==> src/rtl/per2axi_core_arbiter_pkg.sv <==
// Shared types and the round-robin search used by the per2axi core arbiter.
// The typedefs describe the default configuration; the picker works for any core count up to MAX_CORES.
package per2axi_arb_pkg;

  localparam int unsigned MAX_CORES     = 32;
  localparam int unsigned MAX_IDX_W     = $clog2(MAX_CORES);
  localparam int unsigned NB_CORES_DEF  = 4;
  localparam int unsigned MAX_OUTST_DEF = 2;

  typedef logic [$clog2(NB_CORES_DEF)-1:0]    core_idx_t;
  typedef logic [$clog2(MAX_OUTST_DEF+1)-1:0] cnt_t;

  // First set bit of req at or after ptr, wrapping at n; returns ptr when req is empty.
  // Scans from the farthest offset down so the nearest candidate is written last.
  function automatic int unsigned rr_pick(input logic [MAX_CORES-1:0] req,
                                          input int unsigned          ptr,
                                          input int unsigned          n);
    int unsigned cand;
    rr_pick = ptr;
    for (int unsigned off = MAX_CORES; off > 0; off--) begin
      cand = ptr + off - 1;
      if (cand >= n) cand = cand - n;
      if (off <= n && req[cand[MAX_IDX_W-1:0]]) rr_pick = cand;
    end
  endfunction

endpackage

==> src/rtl/per2axi_core_arbiter_if.sv <==
// Request/response bundle between the peripheral-interconnect cores, the arbiter and per2axi.
// slave is the arbiter's view; master is the surrounding cores plus per2axi.
interface per2axi_core_arbiter_if #(
   parameter int unsigned NB_CORES       = 4,
   parameter int unsigned PER_ADDR_WIDTH = 32,
   parameter int unsigned PER_DATA_WIDTH = 32,
   parameter int unsigned PER_ID_WIDTH   = 5
) ();

   logic [NB_CORES-1:0]                    core_req_i;
   logic [NB_CORES*PER_ADDR_WIDTH-1:0]     core_add_i;
   logic [NB_CORES-1:0]                    core_wen_i;
   logic [NB_CORES*PER_DATA_WIDTH-1:0]     core_wdata_i;
   logic [NB_CORES*PER_DATA_WIDTH/8-1:0]   core_be_i;
   logic [NB_CORES-1:0]                    core_gnt_o;
   logic [NB_CORES-1:0]                    core_r_valid_o;
   logic                                   core_r_opc_o;
   logic [PER_DATA_WIDTH-1:0]              core_r_rdata_o;

   logic                                   per_req_o;
   logic [PER_ADDR_WIDTH-1:0]              per_add_o;
   logic                                   per_wen_o;
   logic [PER_DATA_WIDTH-1:0]              per_wdata_o;
   logic [PER_DATA_WIDTH/8-1:0]            per_be_o;
   logic [PER_ID_WIDTH-1:0]                per_id_o;
   logic                                   per_gnt_i;
   logic                                   per_r_valid_i;
   logic                                   per_r_opc_i;
   logic [PER_ID_WIDTH-1:0]                per_r_id_i;
   logic [PER_DATA_WIDTH-1:0]              per_r_rdata_i;

   modport slave (
      input  core_req_i, core_add_i, core_wen_i, core_wdata_i, core_be_i,
             per_gnt_i, per_r_valid_i, per_r_opc_i, per_r_id_i, per_r_rdata_i,
      output core_gnt_o, core_r_valid_o, core_r_opc_o, core_r_rdata_o,
             per_req_o, per_add_o, per_wen_o, per_wdata_o, per_be_o, per_id_o
   );

   modport master (
      output core_req_i, core_add_i, core_wen_i, core_wdata_i, core_be_i,
             per_gnt_i, per_r_valid_i, per_r_opc_i, per_r_id_i, per_r_rdata_i,
      input  core_gnt_o, core_r_valid_o, core_r_opc_o, core_r_rdata_o,
             per_req_o, per_add_o, per_wen_o, per_wdata_o, per_be_o, per_id_o
   );

endinterface

==> src/rtl/per2axi_core_arbiter_rr.sv <==
// Combinational round-robin picker: first requesting index at or after ptr, wrapping at N.
module per2axi_arb_rr
   import per2axi_arb_pkg::*;
#(
   parameter  int unsigned N  = 4,
   localparam int unsigned IW = $clog2(N)
) (
   input  logic [N-1:0]  req,
   input  logic [IW-1:0] ptr,
   output logic [IW-1:0] idx,
   output logic          valid
);

   assign idx   = IW'(rr_pick(MAX_CORES'(req), 32'(ptr), N));
   assign valid = |req;

endmodule

==> src/rtl/per2axi_core_arbiter.sv <==
// Shares one per2axi slave port among NB_CORES requesters: round-robin with a per-core
// outstanding cap, a selection lock held until grant, id tagging and response routing by r_id.
module per2axi_core_arbiter
   import per2axi_arb_pkg::*;
#(
   parameter int unsigned NB_CORES       = 4,
   parameter int unsigned PER_ADDR_WIDTH = 32,
   parameter int unsigned PER_DATA_WIDTH = 32,
   parameter int unsigned PER_ID_WIDTH   = 5,
   parameter int unsigned MAX_OUTST      = 2
) (
   input  logic                 clk_i,
   input  logic                 rst_i,
   per2axi_core_arbiter_if.slave bus,
   output logic                 busy_o,
   output logic                 err_o
);

   localparam int unsigned IW = $clog2(NB_CORES);
   localparam int unsigned CW = $clog2(MAX_OUTST + 1);
   localparam int unsigned BW = PER_DATA_WIDTH / 8;

   logic [CW-1:0]       cnt_q [NB_CORES];
   logic [IW-1:0]       rr_q;
   logic [IW-1:0]       lidx_q;
   logic                lock_q;
   logic                err_q;

   logic [NB_CORES-1:0] eligible;
   logic [NB_CORES-1:0] rsp_hit;
   logic [IW-1:0]       pick_idx;
   logic [IW-1:0]       winner;
   logic                pick_valid;
   logic                req_any;
   logic                hs;
   logic                rsp_bad;
   logic                cnt_nz;

   // NOTE: every always_comb output gets a default first so no path leaves it unassigned (no latch).
   always_comb begin
      eligible = '0;
      cnt_nz   = 1'b0;
      for (int i = 0; i < NB_CORES; i++) begin
         eligible[i] = bus.core_req_i[i] && (cnt_q[i] < CW'(MAX_OUTST));
         cnt_nz      = cnt_nz | (cnt_q[i] != '0);
      end
   end

   per2axi_arb_rr #(.N(NB_CORES)) u_rr (
      .req   (eligible),
      .ptr   (rr_q),
      .idx   (pick_idx),
      .valid (pick_valid)
   );

   // A locked core was eligible when it locked, so it bypasses the picker until granted.
   assign winner  = lock_q ? lidx_q : pick_idx;
   assign req_any = !rst_i && (lock_q || pick_valid);
   assign hs      = req_any && bus.per_gnt_i;

   always_comb begin
      bus.core_gnt_o  = '0;
      bus.per_add_o   = '0;
      bus.per_wen_o   = 1'b0;
      bus.per_wdata_o = '0;
      bus.per_be_o    = '0;
      for (int i = 0; i < NB_CORES; i++) begin
         if (req_any && winner == IW'(i)) begin
            bus.core_gnt_o[i] = bus.per_gnt_i;
            bus.per_add_o     = bus.core_add_i[i*PER_ADDR_WIDTH +: PER_ADDR_WIDTH];
            bus.per_wen_o     = bus.core_wen_i[i];
            bus.per_wdata_o   = bus.core_wdata_i[i*PER_DATA_WIDTH +: PER_DATA_WIDTH];
            bus.per_be_o      = bus.core_be_i[i*BW +: BW];
         end
      end
   end

   assign bus.per_req_o = req_any;
   assign bus.per_id_o  = req_any ? PER_ID_WIDTH'(winner) : '0;

   // A response is only routed if its core actually has a transaction in flight.
   always_comb begin
      rsp_hit = '0;
      for (int i = 0; i < NB_CORES; i++) begin
         rsp_hit[i] = bus.per_r_valid_i && (bus.per_r_id_i == PER_ID_WIDTH'(i)) && (cnt_q[i] != '0);
      end
   end

   assign rsp_bad            = bus.per_r_valid_i && !(|rsp_hit);
   assign bus.core_r_valid_o = rst_i ? '0 : rsp_hit;
   assign bus.core_r_opc_o   = !rst_i && bus.per_r_opc_i;
   assign bus.core_r_rdata_o = rst_i ? '0 : bus.per_r_rdata_i;

   assign busy_o = !rst_i && (cnt_nz || req_any);
   assign err_o  = !rst_i && err_q;

   // NOTE: sequential state uses non-blocking assignments so all registers update from pre-edge values.
   always_ff @(posedge clk_i) begin
      if (rst_i) begin
         for (int i = 0; i < NB_CORES; i++) cnt_q[i] <= '0;
         rr_q   <= '0;
         lidx_q <= '0;
         lock_q <= 1'b0;
         err_q  <= 1'b0;
      end else begin
         for (int i = 0; i < NB_CORES; i++) begin
            if ((hs && winner == IW'(i)) && !rsp_hit[i]) begin
               cnt_q[i] <= cnt_q[i] + CW'(1);
            end else if (!(hs && winner == IW'(i)) && rsp_hit[i]) begin
               cnt_q[i] <= cnt_q[i] - CW'(1);
            end
         end

         if (hs) begin
            lock_q <= 1'b0;
            rr_q   <= (winner == IW'(NB_CORES - 1)) ? '0 : winner + IW'(1);
         end else if (req_any) begin
            lock_q <= 1'b1;
            lidx_q <= winner;
         end

         if (rsp_bad) err_q <= 1'b1;
      end
   end

endmodule

==> src/flat_wrapper.sv <==
// flat-port wrapper written by rule: the top's interface ports become plain ports
module per2axi_core_arbiter_flat import per2axi_arb_pkg::*;
#(
   parameter int unsigned NB_CORES       = 4,
   parameter int unsigned PER_ADDR_WIDTH = 32,
   parameter int unsigned PER_DATA_WIDTH = 32,
   parameter int unsigned PER_ID_WIDTH   = 5,
   parameter int unsigned MAX_OUTST      = 2
)
  (clk_i, rst_i, busy_o, err_o, bus_core_req_i, bus_core_add_i, bus_core_wen_i, bus_core_wdata_i, bus_core_be_i, bus_per_gnt_i, bus_per_r_valid_i, bus_per_r_opc_i, bus_per_r_id_i, bus_per_r_rdata_i, bus_core_gnt_o, bus_core_r_valid_o, bus_core_r_opc_o, bus_core_r_rdata_o, bus_per_req_o, bus_per_add_o, bus_per_wen_o, bus_per_wdata_o, bus_per_be_o, bus_per_id_o);
  per2axi_core_arbiter_if #(.NB_CORES(NB_CORES), .PER_ADDR_WIDTH(PER_ADDR_WIDTH), .PER_DATA_WIDTH(PER_DATA_WIDTH), .PER_ID_WIDTH(PER_ID_WIDTH)) bus_i ();
  input  logic clk_i;
  input  logic rst_i;
  output logic busy_o;
  output logic err_o;
  input wire logic [$bits(bus_i.core_req_i)-1:0] bus_core_req_i;
  input wire logic [$bits(bus_i.core_add_i)-1:0] bus_core_add_i;
  input wire logic [$bits(bus_i.core_wen_i)-1:0] bus_core_wen_i;
  input wire logic [$bits(bus_i.core_wdata_i)-1:0] bus_core_wdata_i;
  input wire logic [$bits(bus_i.core_be_i)-1:0] bus_core_be_i;
  input wire logic [$bits(bus_i.per_gnt_i)-1:0] bus_per_gnt_i;
  input wire logic [$bits(bus_i.per_r_valid_i)-1:0] bus_per_r_valid_i;
  input wire logic [$bits(bus_i.per_r_opc_i)-1:0] bus_per_r_opc_i;
  input wire logic [$bits(bus_i.per_r_id_i)-1:0] bus_per_r_id_i;
  input wire logic [$bits(bus_i.per_r_rdata_i)-1:0] bus_per_r_rdata_i;
  output wire logic [$bits(bus_i.core_gnt_o)-1:0] bus_core_gnt_o;
  output wire logic [$bits(bus_i.core_r_valid_o)-1:0] bus_core_r_valid_o;
  output wire logic [$bits(bus_i.core_r_opc_o)-1:0] bus_core_r_opc_o;
  output wire logic [$bits(bus_i.core_r_rdata_o)-1:0] bus_core_r_rdata_o;
  output wire logic [$bits(bus_i.per_req_o)-1:0] bus_per_req_o;
  output wire logic [$bits(bus_i.per_add_o)-1:0] bus_per_add_o;
  output wire logic [$bits(bus_i.per_wen_o)-1:0] bus_per_wen_o;
  output wire logic [$bits(bus_i.per_wdata_o)-1:0] bus_per_wdata_o;
  output wire logic [$bits(bus_i.per_be_o)-1:0] bus_per_be_o;
  output wire logic [$bits(bus_i.per_id_o)-1:0] bus_per_id_o;
  assign bus_i.core_req_i = bus_core_req_i;
  assign bus_i.core_add_i = bus_core_add_i;
  assign bus_i.core_wen_i = bus_core_wen_i;
  assign bus_i.core_wdata_i = bus_core_wdata_i;
  assign bus_i.core_be_i = bus_core_be_i;
  assign bus_i.per_gnt_i = bus_per_gnt_i;
  assign bus_i.per_r_valid_i = bus_per_r_valid_i;
  assign bus_i.per_r_opc_i = bus_per_r_opc_i;
  assign bus_i.per_r_id_i = bus_per_r_id_i;
  assign bus_i.per_r_rdata_i = bus_per_r_rdata_i;
  assign bus_core_gnt_o = bus_i.core_gnt_o;
  assign bus_core_r_valid_o = bus_i.core_r_valid_o;
  assign bus_core_r_opc_o = bus_i.core_r_opc_o;
  assign bus_core_r_rdata_o = bus_i.core_r_rdata_o;
  assign bus_per_req_o = bus_i.per_req_o;
  assign bus_per_add_o = bus_i.per_add_o;
  assign bus_per_wen_o = bus_i.per_wen_o;
  assign bus_per_wdata_o = bus_i.per_wdata_o;
  assign bus_per_be_o = bus_i.per_be_o;
  assign bus_per_id_o = bus_i.per_id_o;
  per2axi_core_arbiter #(.NB_CORES(NB_CORES), .PER_ADDR_WIDTH(PER_ADDR_WIDTH), .PER_DATA_WIDTH(PER_DATA_WIDTH), .PER_ID_WIDTH(PER_ID_WIDTH), .MAX_OUTST(MAX_OUTST)) u_core (.clk_i(clk_i), .rst_i(rst_i), .bus(bus_i), .busy_o(busy_o), .err_o(err_o));
endmodule
==> config.mk <==
export PLATFORM = sky130hd
export DESIGN_NAME = per2axi_core_arbiter_flat
export DESIGN_NICKNAME = d
export VERILOG_FILES = /design/src/rtl/per2axi_core_arbiter_pkg.sv /design/src/rtl/per2axi_core_arbiter_if.sv /design/src/rtl/per2axi_core_arbiter_rr.sv /design/src/rtl/per2axi_core_arbiter.sv /design/src/flat_wrapper.sv
export SDC_FILE = /design/constraint.sdc
export NUM_CORES = 1
export LEC_CHECK = 0
export CORE_AREA = 4 4 167 169
export CTS_CLUSTER_SIZE = 40
export DETAILED_ROUTE_END_ITERATION = 6
export DIE_AREA = 0 0 171 173
export DONT_BUFFER_PORTS = 1
export PLACE_DENSITY_LB_ADDON = 0.25
export RECOVER_POWER = 50
export SYNTH_ARGS = -nofsm -noshare
export SYNTH_HDL_FRONTEND = slang
export SYNTH_SLANG_ARGS = --single-unit
==> constraint.sdc <==
create_clock -name clk_i -period 11.7 [get_ports clk_i]
set_clock_uncertainty 0.1 [all_clocks]
set_input_delay 0.585 -clock clk_i [delete_from_list [all_inputs] [get_ports clk_i]]
set_output_delay 0.585 -clock clk_i [all_outputs]
set_load 0.02 [all_outputs]
==> results of run 1 <==
## layout by cell type (no fill, tap or decap), types with 3 or more instances in the layout
cell and n:
edfxtp_1 8, o2bb2ai_1 69, nand2_1 6, inv_1 11, clkinv_1 3, xnor2_1 3, conb_1 3, buf_4 3
o221ai_1 3, nand3_1 4, nand2b_1 5, nor2b_1 38, a221oi_1 62, a221oi_2 10, nand4_1 3, a31o_2 4
mux2i_1 7, nor3_1 4, dfxtp_1 6, ha_1 8, o21ai_0 72, clkbuf_16 3, a21oi_1 8, and3_1 4
nor2_1 14
## state kept, by name (all words and copies together), names as in the netlist
name	flops
u_core.lidx_q	2
u_core.lock_q	1
u_core.cnt_q	8
u_core.rr_q	2
u_core.err_q	1
## kinds of logic (layout without fill, tap and decap cells)
logic type | count (synthesis) | count (layout) | synth area share [%]
AOI/OAI and AO/OA | 256 | 256 | 56.83
xor gates and xnor gates | 4 | 4 | 0.9861
adders and majority gates | 8 | 8 | 2.817
buffers and inverters | 75 | 21 | 9.753
DFF | 14 | 14 | 10.14
muxes | 8 | 8 | 2.289
other | 1 | 5 | 0.1055
and+or+nand+nor | 99 | 99 | 17.08
## through the flow
step,setup slack [ns],hold WS [ns]
6_report,4.261,0.3146
5_1_grt,3.868,0.3064
4_1_cts,5.721,0.3051
3_5_place_dp,6.000,0.3616
3_3_place_gp,6.054,0.3734
2_1_floorplan,7.081,0.3290
## power by group
| part | switching [W] | internal (W) |
|---|---|---|
| Clock | 0.0000231 | 0.0000454 |
| Sequential | 0.0000136 | 0.0000617 |
| Combinational | 0.000592 | 0.000221 |
## routing by layer
metal  up-vias  track usage, %  part of all wire [%]
met2       277           23.05                    49
met4        12           2.839                   2.1
li1       1798               -                     -
met3        32           5.556                    11
met1      2062           16.13                    38
met5         -               0                  0.35
## worst max-delay path: cells and delay by family, from the launching register on
family                   cells  cell delay (ns)
AO/OA/AOI/OAI                5             3.88
adder cells (fa/ha/maj)      2             0.77
buffers and inverters        1             0.36
flip-flops                   1             0.56
multiplexers                 1             0.40
AND/OR/NAND/NOR              2             0.47
## area by class of cell
cell class              instances  area [um2]  share of cell area, %
diodes                          2       5.005                 0.1318
clock buffers                   3       75.07                  1.976
clock inverters                 1       3.754                0.09881
inverters                      13       48.80                  1.285
multi-input cells             378        2853                  75.10
flip-flops and latches         14       360.3                  9.486
well taps                     341       426.7                  11.23
repair buffers                  4       26.28                 0.6917
## final timing paths
check	to	startpoint	slack, ns	cells past startpoint
max reg2reg	u_core.cnt_q[2][1]	u_core.rr_q[0]	5.21	11
min	u_core.err_q	rst_i	0.31	1
min reg2reg	u_core.err_q	u_core.err_q	0.37	2
max	bus_per_add_o[11]	u_core.rr_q[0]	4.26	11
==> results.cfg, run 1 <==
[timing]
period_share_pct = 63.58
tns_ns = 0
hold_viol = 0
rsz0062_at_grt = false
max_freq_mhz = 134.4
worst_pin_slew_ns = 2.641
slew_viol_final = 114
fin_crit_ns = 7.439
slew_headroom_pct = -76.05
setup_viol = 0

[final_layout]
fin_util_pct = 14.29
fillCellCount = 3074
postLayoutCellArea_mm2 = 0.003799
area_delta_synth_final_pct = 6.901
drive_gt1_share_pct = 7.264
stdcell_count = 756
fin_nets = 744

[placement]
placed_cell_area_mm2 = 0.003755
dp_hpwl_um = 17660
globalplace.congestion = 0.8132
portBuffers = 0
place_inst = 750

[critical_path]
cp_cell_sequence = clkinv_1 -> ha_1 -> and2_0 -> a22o_1 -> a2111oi_0 -> mux2i_1 -> and2_0 -> ha_1 -> o211a_1 -> a221oi_1 -> o2bb2ai_1
slowest_delay_ns = 1.96
path_class = flop to output port
crit_path_end_kind = output port
cp.required_ns = 11.02
slowest_stage = o211a_1
cp_max_fo = 71
crit_path_start_kind = flop
crit_arrival_ns = 6.75

[synthesis]
yosys.area.top_type_share_pct = 17.01
ys_ff_latch = 14
syn_avg_cell_area_um2 = 7.642
syn_inst = 465
synthTopCellsByCount = o21ai_0 (71), o2bb2ai_1 (69), a221oi_1 (62), clkbuf_1 (41), nor2b_1 (38)
yosysUniqueCellTypes = 67
synth_area_leader_cell = o2bb2ai_1
ys_seq_area_share_pct = 10.14
yosysMostFrequentCell = o21ai_0
synth_area_leaders = o2bb2ai_1 (17%), a221oi_1 (15%), o21ai_0 (10%), edfxtp_1 (6.8%), nor2b_1 (6.7%)
yosys_warnings = 0
netlist_area_mm2 = 0.003553
yosys_most_used_dff = edfxtp_1
synth_edf_count = 8
async_flop_share_pct = 0

[status]
outcome = complete, but fails checks
violations = capacitance limit, slew limit

[floorplan]
die_h_um = 173
die_x_um = 171
core-area_mm2 = 0.02658
initial_utilization_pct = 13.37
rows = 60
io_pins = 440
die_area_mm2 = 0.02958

[detailed_routing]
wl_per_cell_um = 29.12
vias = 4181
drc = 0
ant_nets = 0
drt_iter0_markers = 322
viasPerCell = 5.530
drt-pass1-iter-count = 5
wl_um = 22010

[clock_network]
cts_hold_buf = 0
clk_pin_slew_worst_paths_ns = 0.06
post_cts_resized = 0
htree_levels = 1
cts_made_buffers = 3
tritoncts = built
clockBufferDepth = 2
cts.sinks = 14
insertion_delay_ns = 0.25
postCtsSetupBuffers = 0
cts_root_buf = clkbuf_16

[grt]
grt_pass1_wl_um = 30460
grt-ovfl-total = 0
grt_pass1_vias = 4060
antenna_found_initial = 8
grt_max_degree = 72
grt.total_usage_pct = 13.60

[power_and_ir_drop]
cellLeakagePower_nw = 1.056
total_power_w = 0.0009566
p_per_area_mw_per_mm2 = 251.8
ir_worst_vdd_mv = 0.08580

[job]
maxCapViolations = 2

[hold_path]
worstHoldPathType = input pin to flop
Note: power is estimated with default switching activity, not from simulation.
==> run 2: changes to the inputs <==
==> constraint.sdc (replaced) <==
create_clock -name clk_i -period 7.8 [get_ports clk_i]
set_clock_uncertainty 0.1 [all_clocks]
set_input_delay 0.39 -clock clk_i [delete_from_list [all_inputs] [get_ports clk_i]]
set_output_delay 0.39 -clock clk_i [all_outputs]
set_load 0.02 [all_outputs]
==> results.cfg, run 2 (same netlist as run 1, synthesis figures left out) <==
[placement]
portBuffers = 0
place_inst = 750
globalplace.congestion = 0.8180
dp_hpwl_um = 17630

[detailed_routing]
wl_per_cell_um = 28.90
drc = 0
viasPerCell = 5.516
vias = 4170
drt_iter0_markers = 392
wl_um = 21850
drt-pass1-iter-count = 5
ant_nets = 0

[critical_path]
rr_worst_depth = 11
cp_cell_sequence = clkinv_1 -> ha_1 -> and2_0 -> a22o_1 -> a2111oi_0 -> mux2i_1 -> nand2_1 -> ha_1 -> inv_1 -> o2111a_4 -> a221oi_1 -> o2bb2ai_1
crit_arrival_ns = 5.60
cp_common_cell = ha_1
crit_path_end_kind = output port
ff2ff_setup_slack_ns = 2.65
critPathTopFamily = compound AO/OA/AOI/OAI gates
slowest_delay_ns = 0.82
crit_path_start_kind = flop
path_class = flop to output port
r2r_start = u_core.rr_q[0]
cp.required_ns = 7.31
cp_max_fo = 69
worstReg2RegEnd = u_core.cnt_q[2][1]
crit_buf_inv = 2
slowest_stage = o2111a_4

[floorplan]
rows = 60
die_x_um = 171
core-area_mm2 = 0.02658
io_pins = 440
initial_utilization_pct = 13.37
die_area_mm2 = 0.02958
die_h_um = 173

[timing]
slew_viol_final = 0
rsz0062_at_grt = false
worst_pin_slew_ns = 0.9842
worst_hold_slack_ns = 0.1258
slew_headroom_pct = 34.39
fin_crit_ns = 6.088
setup_viol = 0
period_share_pct = 78.05
hold_viol = 0
tns_ns = 0
max_freq_mhz = 164.3

[grt]
antenna_found_initial = 9
grt-ovfl-total = 0
grt_pass1_vias = 4100
grt_pass1_wl_um = 30450
grt.total_usage_pct = 13.59
grt_max_degree = 72

[hold_path]
worstHoldPathType = input pin to flop
hold_end = u_core.err_q
hp-start = rst_i
holdPathStages = 1

[final_layout]
stdcell_count = 756
fin_nets = 744
final-seq-area_um2 = 360.3
top_register = u_core.cnt_q
fillCellCount = 3006
final_common_cell = o21ai_0
largest_reg_flops = 8
drive_gt1_share_pct = 7.748
area_delta_synth_final_pct = 7.218
most-common-layout-cells = o21ai_0 (72), o2bb2ai_1 (69), a221oi_1 (62), nor2b_1 (38), nor2_1 (14)
multi_input_area_mm2 = 0.002860
reg.largest.list = u_core.cnt_q (8), u_core.lidx_q (2), u_core.rr_q (2)

[clock_network]
cts_root_buf = clkbuf_16
insertion_delay_ns = 0.24
cts_hold_buf = 0
postCtsSetupBuffers = 0
cts_made_buffers = 3
clk_pin_slew_worst_paths_ns = 0.05
post_cts_resized = 0
tritoncts = built
clockBufferDepth = 2
htree_levels = 1
cts.sinks = 14

[power_and_ir_drop]
ir_worst_vdd_mv = 0.1595
cellLeakagePower_nw = 1.053
p_per_area_mw_per_mm2 = 373.7

[job]
maxCapViolations = 0

[status]
outcome = complete, no violations
[run 2: cell types whose count changed in the layout (fill, tap and decap cells not counted), sizes merged]
| cell | previous run | this run |
|---|---|---|
| clkbuf | 4 | 3 |
| buf | 3 | 4 |
[run 2: where the power goes]
group	switching, W	internal, W	total [W]	leakage, nW
Combinational	0.000885	0.000326	0.00121	0.882
Sequential	0.0000206	0.0000926	0.000113	0.133
Clock	0.0000318	0.0000680	0.0000998	0.0385
Total	0.000937	0.000486	0.00142	1.05
[run 2: how the worst max path moves through the flow]
stage | cells after the start | slack (ns) | start | endpoint
final | 12 | 1.71 | u_core.rr_q[0] | bus_per_add_o[11]
after global routing | 12 | 1.33 | u_core.rr_q[0] | bus_per_add_o[11]
after CTS | 12 | 2.05 | u_core.rr_q[0] | bus_per_add_o[11]
after detailed placement | 12 | 2.34 | u_core.rr_q[0] | bus_per_add_o[11]
after global placement | 12 | 2.35 | u_core.rr_q[0] | bus_per_add_o[11]
after floorplan | 16 | 3.38 | u_core.rr_q[0] | bus_per_add_o[0]
[run 2: per-stage QoR]
step                      util [%]  area, um2  worst slack [ns]  total power (W)
after CTS                    14.43       3834             2.054         0.001438
after floorplan                  -       3561             3.376         0.001108
final                        14.34       3810             1.712         0.001424
after detailed placement     14.13       3755             2.342         0.001335
after global routing         14.33       3807             1.329         0.001523
after global placement       14.13       3755             2.346         0.001338
[run 2: routing by layer]
| layer | up-vias | GRT usage (%) | part of all wire [%] |
|---|---|---|---|
| met5 | - | 0 | 0.44 |
| met4 | 14 | 2.410 | 2.0 |
| met3 | 34 | 5.967 | 12 |
| met2 | 300 | 22.85 | 49 |
| met1 | 2024 | 16.20 | 36 |
| li1 | 1798 | - | - |
[run 2: worst register-to-register path: stages (launching register included)]
cell       delay, ns
dfxtp_1         0.57
clkinv_1        0.36
ha_1            0.52
and2_0          0.25
a22o_1          0.27
a2111oi_0       0.66
mux2i_1         0.39
and2_0          0.22
ha_1            0.27
o211a_4         0.75
nand3_1         0.28
nand3_1         0.21
[run 2: area by class of cell]
cell class / instances / area share (%)
Clock inverter: 1 / 0.09852
Antenna cell: 2 / 0.1314
Timing Repair Buffer: 4 / 0.7882
Multi-Input combinational cell: 378 / 75.07
Clock buffer: 3 / 1.970
Inverter: 13 / 1.281
Sequential cell: 14 / 9.458
Tap cell: 341 / 11.20
